==> config.mk <==
export PLATFORM = sky130hd
export DESIGN_NAME = delay_line
export DESIGN_NICKNAME = d
export VERILOG_FILES = /design/src/rtl/delay_line_pkg.sv /design/src/rtl/delay_stage.sv /design/src/rtl/delay_line.sv
export SDC_FILE = /design/constraint.sdc
export NUM_CORES = 1
export LEC_CHECK = 0
export ABC_AREA = 0
export BUFFER_PORTS_ARGS = -buffer_cell sky130_fd_sc_hd__buf_2
export CORE_MARGIN = 8
export CORE_UTILIZATION = 35
export DETAILED_ROUTE_END_ITERATION = 10
export HOLD_SLACK_MARGIN = 0.05
export PLACE_DENSITY = 0.54
export SLEW_MARGIN = 10
export SYNTH_ARGS = -nofsm -noshare
export SYNTH_HDL_FRONTEND = slang
export SYNTH_SLANG_ARGS = --single-unit
==> constraint.sdc <==
create_clock -name clk -period 14.2 [get_ports clk]
set_input_delay 0.71 -clock clk [delete_from_list [all_inputs] [get_ports clk]]
set_output_delay 0.71 -clock clk [all_outputs]
set_load 0.01 [all_outputs]
==> src/rtl/delay_line_pkg.sv <==
// delay_line_pkg: fixed-point sample constants and the sample record shared by the filter blocks
package delay_line_pkg;
   localparam int FRAC_BITS = 16;
   localparam int INT_BITS  = 12;
   localparam int WIDTH     = 2 * (FRAC_BITS + INT_BITS) + 1;
   typedef struct packed {
      logic signed [WIDTH-1:0] data;
      logic                    valid;
   } sample_t;
endpackage

==> src/rtl/delay_stage.sv <==
// delay_stage: one enabled register stage carrying a sample and its valid bit
module delay_stage
   import delay_line_pkg::*;
(
   input  logic    clk,
   input  logic    rst,
   input  logic    ce,
   input  logic    flush,
   input  sample_t d,
   output sample_t q
);
   // flush wins over ce; an idle enable holds the stage
   always_ff @(posedge clk or posedge rst)
      if (rst) q <= '0;
      else if (flush) q <= '0;
      else if (ce) q <= d;
endmodule

==> src/rtl/delay_line.sv <==
// delay_line: DEPTH-stage delay with valid bits, flush, and a run-time selected output tap
module delay_line
   import delay_line_pkg::*;
#(
   parameter int DEPTH = 4,
   parameter int SEL_W = $clog2(DEPTH + 1)
) (
   input  logic                    clk,
   input  logic                    rst,
   input  logic                    ce,
   input  logic                    flush,
   input  logic signed [WIDTH-1:0] in,
   input  logic                    in_valid,
   input  logic        [SEL_W-1:0] dly,
   output logic signed [WIDTH-1:0] out,
   output logic                    out_valid,
   output logic        [SEL_W-1:0] fill
);
   sample_t          chain [0:DEPTH];
   sample_t          tap;
   logic [SEL_W-1:0] eff;

   assign chain[0] = '{data: in, valid: in_valid};

   for (genvar k = 1; k <= DEPTH; k++) begin : g_stage
      delay_stage u_stage (
         .clk  (clk),
         .rst  (rst),
         .ce   (ce),
         .flush(flush),
         .d    (chain[k-1]),
         .q    (chain[k])
      );
   end

   assign eff = (dly == '0) ? SEL_W'(1) : (dly > SEL_W'(DEPTH)) ? SEL_W'(DEPTH) : dly;

   // tap mux reads the stage selected by the clamped delay
   always_comb begin
      tap = '0;
      for (int k = 1; k <= DEPTH; k++)
         if (eff == SEL_W'(k)) tap = chain[k];
   end

   assign out       = tap.data;
   assign out_valid = tap.valid;

   // fill tracks valid bits: one enters at stage 1, one may leave past the last stage
   always_ff @(posedge clk or posedge rst)
      if (rst) fill <= '0;
      else if (flush) fill <= '0;
      else if (ce) fill <= fill + SEL_W'(in_valid) - SEL_W'(chain[DEPTH].valid);
endmodule

==> results by group, run 1 <==
Global route
  – First-pass GRT wire length: 43300 um
  – Vias in the first global route: 7838
  – GRT overflow: 0
  – Total Routing Usage GR: approximately 13%
  – Initial antenna violation count: 0
  – Largest net degree at the start of global routing: 98

Route
  – DRT Wirelength: ~26000 um
  – First-iteration detailed-routing DRC count: roughly 440
  – Vias: 7637
  – Detail-routed net length per standard cell: 16.8 um
  – Antenna Nets Post-Route: 0
  – # DRC: 0
  – DR vias/cell: roughly 5.0
  – Pre-Repair DR Iteration Count: 4

STA
  – Fmax: 298 MHz
  – Setup violators final: 0
  – Minimum hold slack: 0.279 ns
  – Fin crit period: 3.36 ns
  – Final clock skew: 0.00501 ns
  – Slew at the pin closest to its max-slew limit: 1.08 ns
  – Slew headroom: 28.1%
  – Final period util: a little under a quarter
  – Setup TNS: 0 ns
  – RSZ-0062 raised after global routing: no
  – Max Slew Vio Count: 0
  – Fin. Hold Viols: 0

Clock network
  – CTS tree: built
  – Root Buffer: clkbuf_16
  – Post-CTS Hold Buffers: 0
  – Clock latency on the worst-skew pair: 0.53 ns
  – Clock transition at path regs: 0.06 ns
  – CTS H-tree lvls: 1
  – Post-CTS Setup Repair Bufs: 0
  – Clk sinks: around 240
  – Clock buffer depth: 3
  – CTS buffer count: 28
  – Post_cts resized: 0

Min path
  – Worst Hold Class: in -> async

Worst setup path
  – Crit path required time: ~13 ns
  – Max FO, Critical Path: 30
  – RR Startpoint: g_stage[4].u_stage.q[0]
  – Most frequent CP cell: buf_4
  – Worst path buffer plus inverter count: 3
  – Slowest-stage cell, CP: buf_4
  – CP Capture Type: output pin
  – Worst r2r path cells: 8
  – CP Launch Type: input pin
  – Delay-heaviest family, CP: buffers and inverters
  – Critical path, cell by cell: buf_4 -> buf_4 -> mux2i_1 -> a211oi_1 -> a21o_1 -> buf_2
  – Max stage delay on crit path: 0.64 ns
  – Critical Path AT: approximately 2.7 ns
  – R2R Setup Slk: ~12 ns
  – Crit Path Category: in -> out
  – Crit Reg-Reg Endpoint: fill[2]

Power and ir drop
  – Leakage: about 7.2 nW
  – Pwr dens: 120 mW/mm^2
  – Worst vdd ir: 0.0000941 V

Synthesis
  – Synth top area share: 52.0%
  – Synth warn: 0
  – Cell Area, Synth: 0.0113 mm^2
  – Post-synthesis register bit count: 235
  – Netlist cell types: 18
  – Area leader, netlist: dfrtp_1
  – Share of the yosys chip area belonging to registers: a little over half
  – Synthesized instance count: slightly above 1000
  – Avg Inst Size Synth: 10.9 um^2
  – Top post-synthesis cells by area: dfrtp_1, mux2i_1, nor2_1, a211oi_1, a21o_1
  – Post-Syn Nets: 1101

Finish
  – Fillers: 3197
  – Nets: 1181
  – Ant diodes: 0
  – Area growth syn-to-layout: 15.2%
  – Share of cells above drive strength 1: 15.8%

Die
  – Die width: 196 um
  – Die Ht: 196 um
  – Rows: 66
  – Starting density of the core: between 30% and 40%
  – Ports: 126
  – Core area: 0.0322 mm^2
  – Die area: approximately 0.038 mm^2

Placement
  – RePlAce Congestion: roughly 0.68
  – IO buf count: 125
  – Final HPWL DP: 14400 um

Job
  – Max-Cap Viols: 0

Run status
  – Outcome: finished clean
==> worst max path at each step <==
stage	from	cells past startpoint	slack, ns	end
floorplan	rst	1	7.04	fill[0]
global placement	ce	5	10.54	g_stage[2].u_stage.q[31]
detailed placement	ce	5	10.51	g_stage[2].u_stage.q[20]
CTS	dly[0]	6	10.80	out[15]
global route	dly[1]	6	10.64	out[18]
finish	dly[0]	6	10.84	out[15]
==> registers in the layout (all words and copies together) (netlist names) <==
signal and cells:
g_stage.u_stage.q 232, fill 3
==> cell usage after synthesis, drive strengths merged <==
library cell / count
a211oi: 58
a21o: 58
a21oi: 1
a31o: 1
buf: 51
clkbuf: 34
dfrtp: 235
fa: 1
ha: 2
inv: 5
mux2i: 292
nand2b: 1
nor2: 293
xor2: 1
==> cell usage in the layout (no fill, tap or decap) <==
| cell | instances |
|---|---|
| clkbuf_8 | 8 |
| buf_2 | 120 |
| buf_6 | 1 |
| dfrtp_1 | 235 |
| ha_1 | 2 |
| clkbuf_1 | 8 |
| a211oi_1 | 58 |
| xor2_1 | 1 |
| clkbuf_16 | 29 |
| a31o_2 | 1 |
| nor2_1 | 293 |
| fa_1 | 1 |
| clkinv_2 | 4 |
| buf_8 | 1 |
| nand2b_1 | 1 |
| inv_8 | 1 |
| a21oi_1 | 1 |
| a21o_1 | 58 |
| buf_4 | 13 |
| mux2i_1 | 292 |
| bufinv_16 | 1 |
| inv_1 | 4 |
==> layer usage <==
metal	global-route usage (%)	vias to the layer above	share of wire, %
met3	2.38	28	3.4
met1	19.4	3777	51
met4	2.92	0	1.8
met2	20.7	121	44
li1	-	3711	-
met5	0	-	0
==> cells by family after synthesis <==
logic type      synth area share, %
mux                            25.9
xor+xnor                     0.0775
flops                          52.0
fa+ha+maj                     0.398
compound gates                 7.83
buf+inv                        4.03
simple gates                   9.79
==> power by group <==
part,switching (W),internal [W],leakage (nW)
sequential,0.0000152,0.000689,3.22
combinational,0.0000936,0.0000595,3.48
clock,0.000278,0.000431,0.454
total,0.000387,0.00118,7.16
==> final cells by class <==
| type | instances | area (um^2) | area share [%] |
|---|---|---|---|
| Sequential cell | 235 | 5880 | 45.1 |
| Clock inverter | 5 | 50.0 | 0.384 |
| Multi-Input combinational cell | 708 | 4970 | 38.1 |
| Timing Repair Buffer | 135 | 724 | 5.56 |
| Clock buffer | 45 | 866 | 6.65 |
| Inverter | 5 | 26.3 | 0.202 |
| Tap cell | 408 | 510 | 3.92 |
==> through the flow <==
stage	power (W)	instance area [um^2]	setup slack [ns]	std cells	utilization [%]
after floorplan	0.000826	11300	7.04	1033	-
after global placement	0.000872	12100	10.54	1491	37.6
after detailed placement	0.000873	12100	10.51	1491	37.6
after CTS	0.00160	13000	10.80	1541	40.4
after global routing	0.00164	13000	10.64	1541	40.4
final	0.00157	13000	10.84	1541	40.4
(Power assumes the default switching activity.)
==> run 2: changes to the inputs <==
- PLACE_DENSITY: 0.54 -> 0.56
- clock period: 14.2 -> 2.8 ns (I/O delays scaled with it)
==> run 2 against run 1 <==
- combinational power rose to 5.7 times the previous value
- first-iteration DRC count decreased by 11%
- highest routed layer unchanged
- largest cell class unchanged
- global-route usage about the same
- sequential power rose to 5.1 times the previous value
- clock-buffer cell count is 7 lower
- wire length down 2.0%
- largest power group unchanged
- flip-flop and latch count unchanged
- core utilization increased by 2.9 points
- worst setup slack worse by 10 ns
- via count increased by 2.9%
- register-to-register slack worse by 11 ns
==> results by group, run 2 (synthesis results as in run 1) <==
Finish
  – Most frequent cells in the layout: nor2_1, mux2i_1, dfrtp_1
  – Max reg flops: 232
  – Final instance area: 0.0139 mm^2
  – Final core area utilization: 43.3%
  – Area growth syn-to-layout: 23.4%
  – Ant diodes: 0
  – Non-Filler Instances: 1624
  – Biggest regs: g_stage.u_stage.q: 232 flops, fill: 3 flops
  – Nets: around 1300
  – Share of cells above drive strength 1: 15.8%
  – Most common cell after layout, fill and taps aside: nor2_1
  – Register name with the most flops: g_stage.u_stage.q

Worst setup path
  – Slowest-stage cell, CP: dfrtp_1
  – Critical path, cell by cell: ha_1 -> inv_1 -> ha_1 -> inv_1 -> fa_1 -> xor2_1 -> a21oi_1 -> a31o_2
  – Crit path required time: 3.22 ns
  – Max stage delay on crit path: 0.40 ns
  – Crit Path Category: reg -> reg
  – CP Capture Type: register
  – Critical Path AT: 2.33 ns
  – CP Launch Type: register
  – Max FO, Critical Path: 3

Placement
  – Dpl cell area: 0.0123 mm^2
  – Placed cells: 1499
  – Final HPWL DP: 14900 um
  – IO buf count: 125
  – RePlAce Congestion: 0.694

Global route
  – Total Routing Usage GR: a little over an eighth
  – First-pass GRT wire length: approximately 43000 um
  – Largest net degree at the start of global routing: 88
  – Initial antenna violation count: 0
  – Vias in the first global route: 8276
  – GRT overflow: 0

STA
  – Setup TNS: 0 ns
  – Setup violators final: 0
  – Minimum hold slack: 0.103 ns
  – Slew at the pin closest to its max-slew limit: 0.622 ns
  – Fin. Hold Viols: 0
  – Fin crit period: about 1.9 ns
  – Final period util: 68.1%
  – Final clock skew: between 0.01 and 0.015 ns
  – Fmax: 524 MHz
  – Max Slew Vio Count: 0
  – Slew headroom: approximately three fifths
  – RSZ-0062 raised after global routing: no

Job
  – Max-Cap Viols: 0

Run status
  – Outcome: finished clean

Route
  – Vias: 7862
  – First-iteration detailed-routing DRC count: slightly below 400
  – Antenna Nets Post-Route: 0
  – Pre-Repair DR Iteration Count: 4
  – DR vias/cell: 4.84
  – DRT Wirelength: 25500 um
  – # DRC: 0
  – Detail-routed net length per standard cell: between 15 and 20 um

Power and ir drop
  – Worst vdd ir: 0.000403 V
  – Sw Ratio: 24.8%
  – Seq pwr share: 44.3%
  – Clock power share: 44.9%
  – Leakage: between 7 and 8 nW
  – Comb pwr share: between 10% and 20%
  – Internal Power: 0.00606 W
  – Sw power: 0.00200 W
  – Pwr dens: 578 mW/mm^2

Die
  – Rows: 66
  – Starting density of the core: between 30% and 40%
  – Core area: 0.0322 mm^2
  – Die width: 196 um
  – Ports: 126
  – Die Ht: slightly below 200 um
  – Die area: 0.0383 mm^2

Clock network
  – Clock buffer depth: 3
  – CTS H-tree lvls: 1
  – CTS tree: built
  – Clk sinks: approximately 240
  – Clock transition at path regs: 0.06 ns
  – Clock latency on the worst-skew pair: 0.53 ns
  – Post_cts resized: 0
  – CTS buffer count: 28
  – Root Buffer: clkbuf_16

Min path
  – Worst Hold Class: in -> reg
## run 2: critical path, delay by kind of cell, from the launching register on
| kind | cells | cell delay, ns |
|---|---|---|
| buffers and inverters | 2 | 0.10 |
| DFF | 1 | 0.40 |
| adders and majority gates | 3 | 0.81 |
| xor gates and xnor gates | 1 | 0.18 |
| AOI/OAI and AO/OA | 2 | 0.31 |
## run 2: repair_timing
action                    in CTS  in global routing
hold endpoints to repair     111                  0
hold buffers                  73                  0
buffers inserted               0                  0
## run 2: path summary, 6_finish.rpt
check	from	end	slack, ns	cells after the start
max	g_stage[4].u_stage.q[0]	fill[2]	0.89	8
min	ce	g_stage[2].u_stage.q[8]	0.10	3
max reg2reg	g_stage[4].u_stage.q[0]	fill[2]	0.89	8
min reg2reg	g_stage[4].u_stage.q[13]	g_stage[4].u_stage.q[13]	0.52	2
max in group asynchronous	rst	g_stage[3].u_stage.q[32]	1.73	4
min in group asynchronous	rst	g_stage[1].u_stage.q[52]	0.23	3
## run 2: layout make-up
class                   count  area (um^2)
repair buffers            216         1640
multi-input cells         708         4970
fillers                  3094        18300
clock buffers              38          800
inverters                   5         22.5
flip-flops and latches    235         5880
clock inverters            14          128
well taps                 408          510
## run 2: power by group through the flow
stage | combinational [W] | sequential [W] | clock, W
2_1_floorplan | 0.000579 | 0.00361 | 0
3_3_place_gp | 0.000807 | 0.00363 | 0
3_5_place_dp | 0.000811 | 0.00363 | 0
4_1_cts | 0.000894 | 0.00357 | 0.00375
5_1_grt | 0.000972 | 0.00358 | 0.00388
6_report | 0.000873 | 0.00357 | 0.00362
## run 2: metal layers
layer / vias to the layer above / wire, um / track usage [%]
li1: 3879 / - / -
met1: 3851 / 12500 / 18.3
met2: 109 / 11500 / 21.7
met3: 23 / 1150 / 2.90
met4: 0 / 280 / 2.72
met5: - / 0 / 0
## run 2: through the flow
stage	setup WS [ns]	total power [W]
2_1_floorplan	-0.418	0.00419
3_3_place_gp	0.896	0.00444
3_5_place_dp	0.893	0.00444
4_1_cts	0.870	0.00822
5_1_grt	0.759	0.00844
6_report	0.892	0.00807
==> run 3: changes to the inputs <==
- clock period: 2.8 -> 1.6 ns (I/O delays scaled with it)
==> run 3 against run 2 <==
- the run now ends with negative setup slack left
- non-clock buffer count grew 109
- flip-flop and latch count is the same
- core utilization grew 3.3 points
- clock power grew 58%
- sequential power grew 75%
- combinational power grew 110%
- total power grew 71%
- largest power group is now sequential cells
==> results by group, run 3 (synthesis results as in run 1) <==
Run status
  – Outcome: finished, violations left
  – Failing checks: negative setup slack

Worst setup path
  – Crit Path Category: reg -> reg
  – Crit path required time: 2.01 ns
  – Max FO, Critical Path: 2
  – CP Capture Type: register
  – Worst r2r path cells: 9
  – Critical Path AT: 2.21 ns
  – CP Launch Type: register

Route
  – Antenna Nets Post-Route: 0
  – Pre-Repair DR Iteration Count: 4
  – DR vias/cell: between 4 and 5
  – Met3 WL post-DR: between 1000 and 1500 um
  – # DRC: 0
  – Highest Signal Layer: met4
  – Met1 Routed Length: 13500 um
  – First-iteration detailed-routing DRC count: around 290
  – Detail-routed net length per standard cell: approximately 16 um
  – Metal2 WL: between 10000 and 15000 um
  – DRT Wirelength: 27800 um
  – Vias: 8259

Die
  – Die Ht: 196 um
  – Starting density of the core: around a third
  – Die area: 0.0383 mm^2
  – Rows: 66
  – Ports: 126
  – Core area: 0.0322 mm^2
  – Die width: 196 um

Placement
  – Final HPWL DP: 16400 um
  – IO buf count: about 130
  – RePlAce Congestion: 0.719
  – Placed cells: between 1500 and 2000
  – Worst slack at placement: -0.200 ns

STA
  – RSZ-0062 raised after global routing: yes
  – Fin. Hold Viols: 0
  – Slew at the pin closest to its max-slew limit: approximately 1.1 ns
  – Setup TNS: -0.328 ns
  – Fmax: 557 MHz
  – Setup violators final: 4
  – Fin crit period: 1.79 ns
  – Minimum hold slack: slightly above 0.1 ns
  – Final period util: 112%
  – Final clock skew: about 0.014 ns
  – Max Slew Vio Count: 0
  – Slew headroom: 28.1%
  – Final worst-path setup slack: -0.194 ns

Finish
  – Most common cell after layout, fill and taps aside: nor2_1
  – Nets: 1370
  – Register name with the most flops: g_stage.u_stage.q
  – Biggest regs: g_stage.u_stage.q: 232 flops, fill: 3 flops
  – Non-Filler Instances: 1726
  – Max reg flops: 232
  – Fillers: 3014
  – Area growth syn-to-layout: 32.9%
  – Ant diodes: 0
  – Share of cells above drive strength 1: between 20% and 30%
  – Most frequent cells in the layout: nor2_1, mux2i_1, dfrtp_1

Job
  – Max-Cap Viols: 0

Global route
  – GRT overflow: 0
  – First-pass GRT wire length: 45100 um
  – Initial antenna violation count: 0
  – Total Routing Usage GR: 14.1%
  – Largest net degree at the start of global routing: between 70 and 80
  – Vias in the first global route: 8471

Clock network
  – Clk sinks: 235
  – Clock buffer depth: 3
  – CTS H-tree lvls: 1
  – Root Buffer: clkbuf_16
  – CTS tree: built
  – CTS buffer count: 27
  – Clock latency on the worst-skew pair: 0.53 ns
  – Clock transition at path regs: 0.06 ns

Power and ir drop
  – Pwr dens: 916 mW/mm^2
  – Worst vdd ir: 0.000821 V
  – Pwr Total: 0.0138 W
  – Leakage: 8.16 nW

Min path
  – Worst Hold Class: in -> async
run 3: cell types whose count changed in the layout (fill, tap and decap cells not counted), moves of 5 or more:
cell and delta:
clkbuf_1 +5, buf_6 +13, buf_4 +103, buf_12 +12
a211oi_2 +23, dlygate4sd3_1 -7, a211oi_1 -23, clkinv_2 -9
buf_2 -13
run 3: power breakdown:
| group | internal [W] | switching [W] | leakage (nW) |
|---|---|---|---|
| sequential | 0.00612 | 0.000128 | 3.22 |
| clock | 0.00332 | 0.00239 | 0.393 |
| combinational | 0.000857 | 0.000942 | 4.54 |
| total | 0.0103 | 0.00346 | 8.16 |
run 3: routing by layer:
| layer | vias to the layer above | GRT usage, % |
|---|---|---|
| met2 | 119 | 23.0 |
| met1 | 4018 | 19.3 |
| met5 | - | 0 |
| met4 | 0 | 3.34 |
| li1 | 4088 | - |
| met3 | 34 | 2.48 |
run 3: layout make-up:
cell class | instances | area (um^2) | share of cell area (%)
Clock buffer | 42 | 782 | 5.21
Clock inverter | 3 | 22.5 | 0.150
Inverter | 5 | 22.5 | 0.150
Multi-Input combinational cell | 708 | 5120 | 34.1
Sequential cell | 235 | 5880 | 39.2
Tap cell | 408 | 510 | 3.40
Timing Repair Buffer | 325 | 2680 | 17.8
run 3: stage by stage:
| step | utilization (%) | area, um^2 |
|---|---|---|
| after global routing | 46.6 | 15000 |
| after CTS | 44.5 | 14300 |
| after floorplan | - | 11300 |
| after global placement | 39.4 | 12700 |
| final | 46.6 | 15000 |
| after detailed placement | 39.4 | 12700 |
run 3: what timing repair did:
action,in CTS,in global routing
setup buffers,22,61
endpoints found under the hold margin,239,0
gates resized for setup,2,44
setup endpoints to repair,27,66
hold buffers,67,0
pin swaps,16,45
run 3: path summary, 6_finish.rpt:
kind                                           from                  endpoint  slack, ns
max reg2reg                                 fill[0]                   fill[2]      -0.19
max                                         fill[0]                   fill[2]      -0.19
min reg2reg                g_stage[4].u_stage.q[43]  g_stage[4].u_stage.q[43]       0.52
min                                             rst  g_stage[2].u_stage.q[51]       0.10
max in group asynchronous                       rst  g_stage[2].u_stage.q[24]       0.79
min in group clk                                 ce  g_stage[4].u_stage.q[21]       0.16
run 3: worst max-delay path, cell delays in order (launching register included):
cell	delay [ns]
dfrtp_1	0.38
inv_2	0.07
ha_4	0.20
inv_2	0.06
ha_4	0.12
inv_2	0.03
fa_2	0.36
xor2_2	0.17
a21oi_2	0.07
a31o_2	0.20
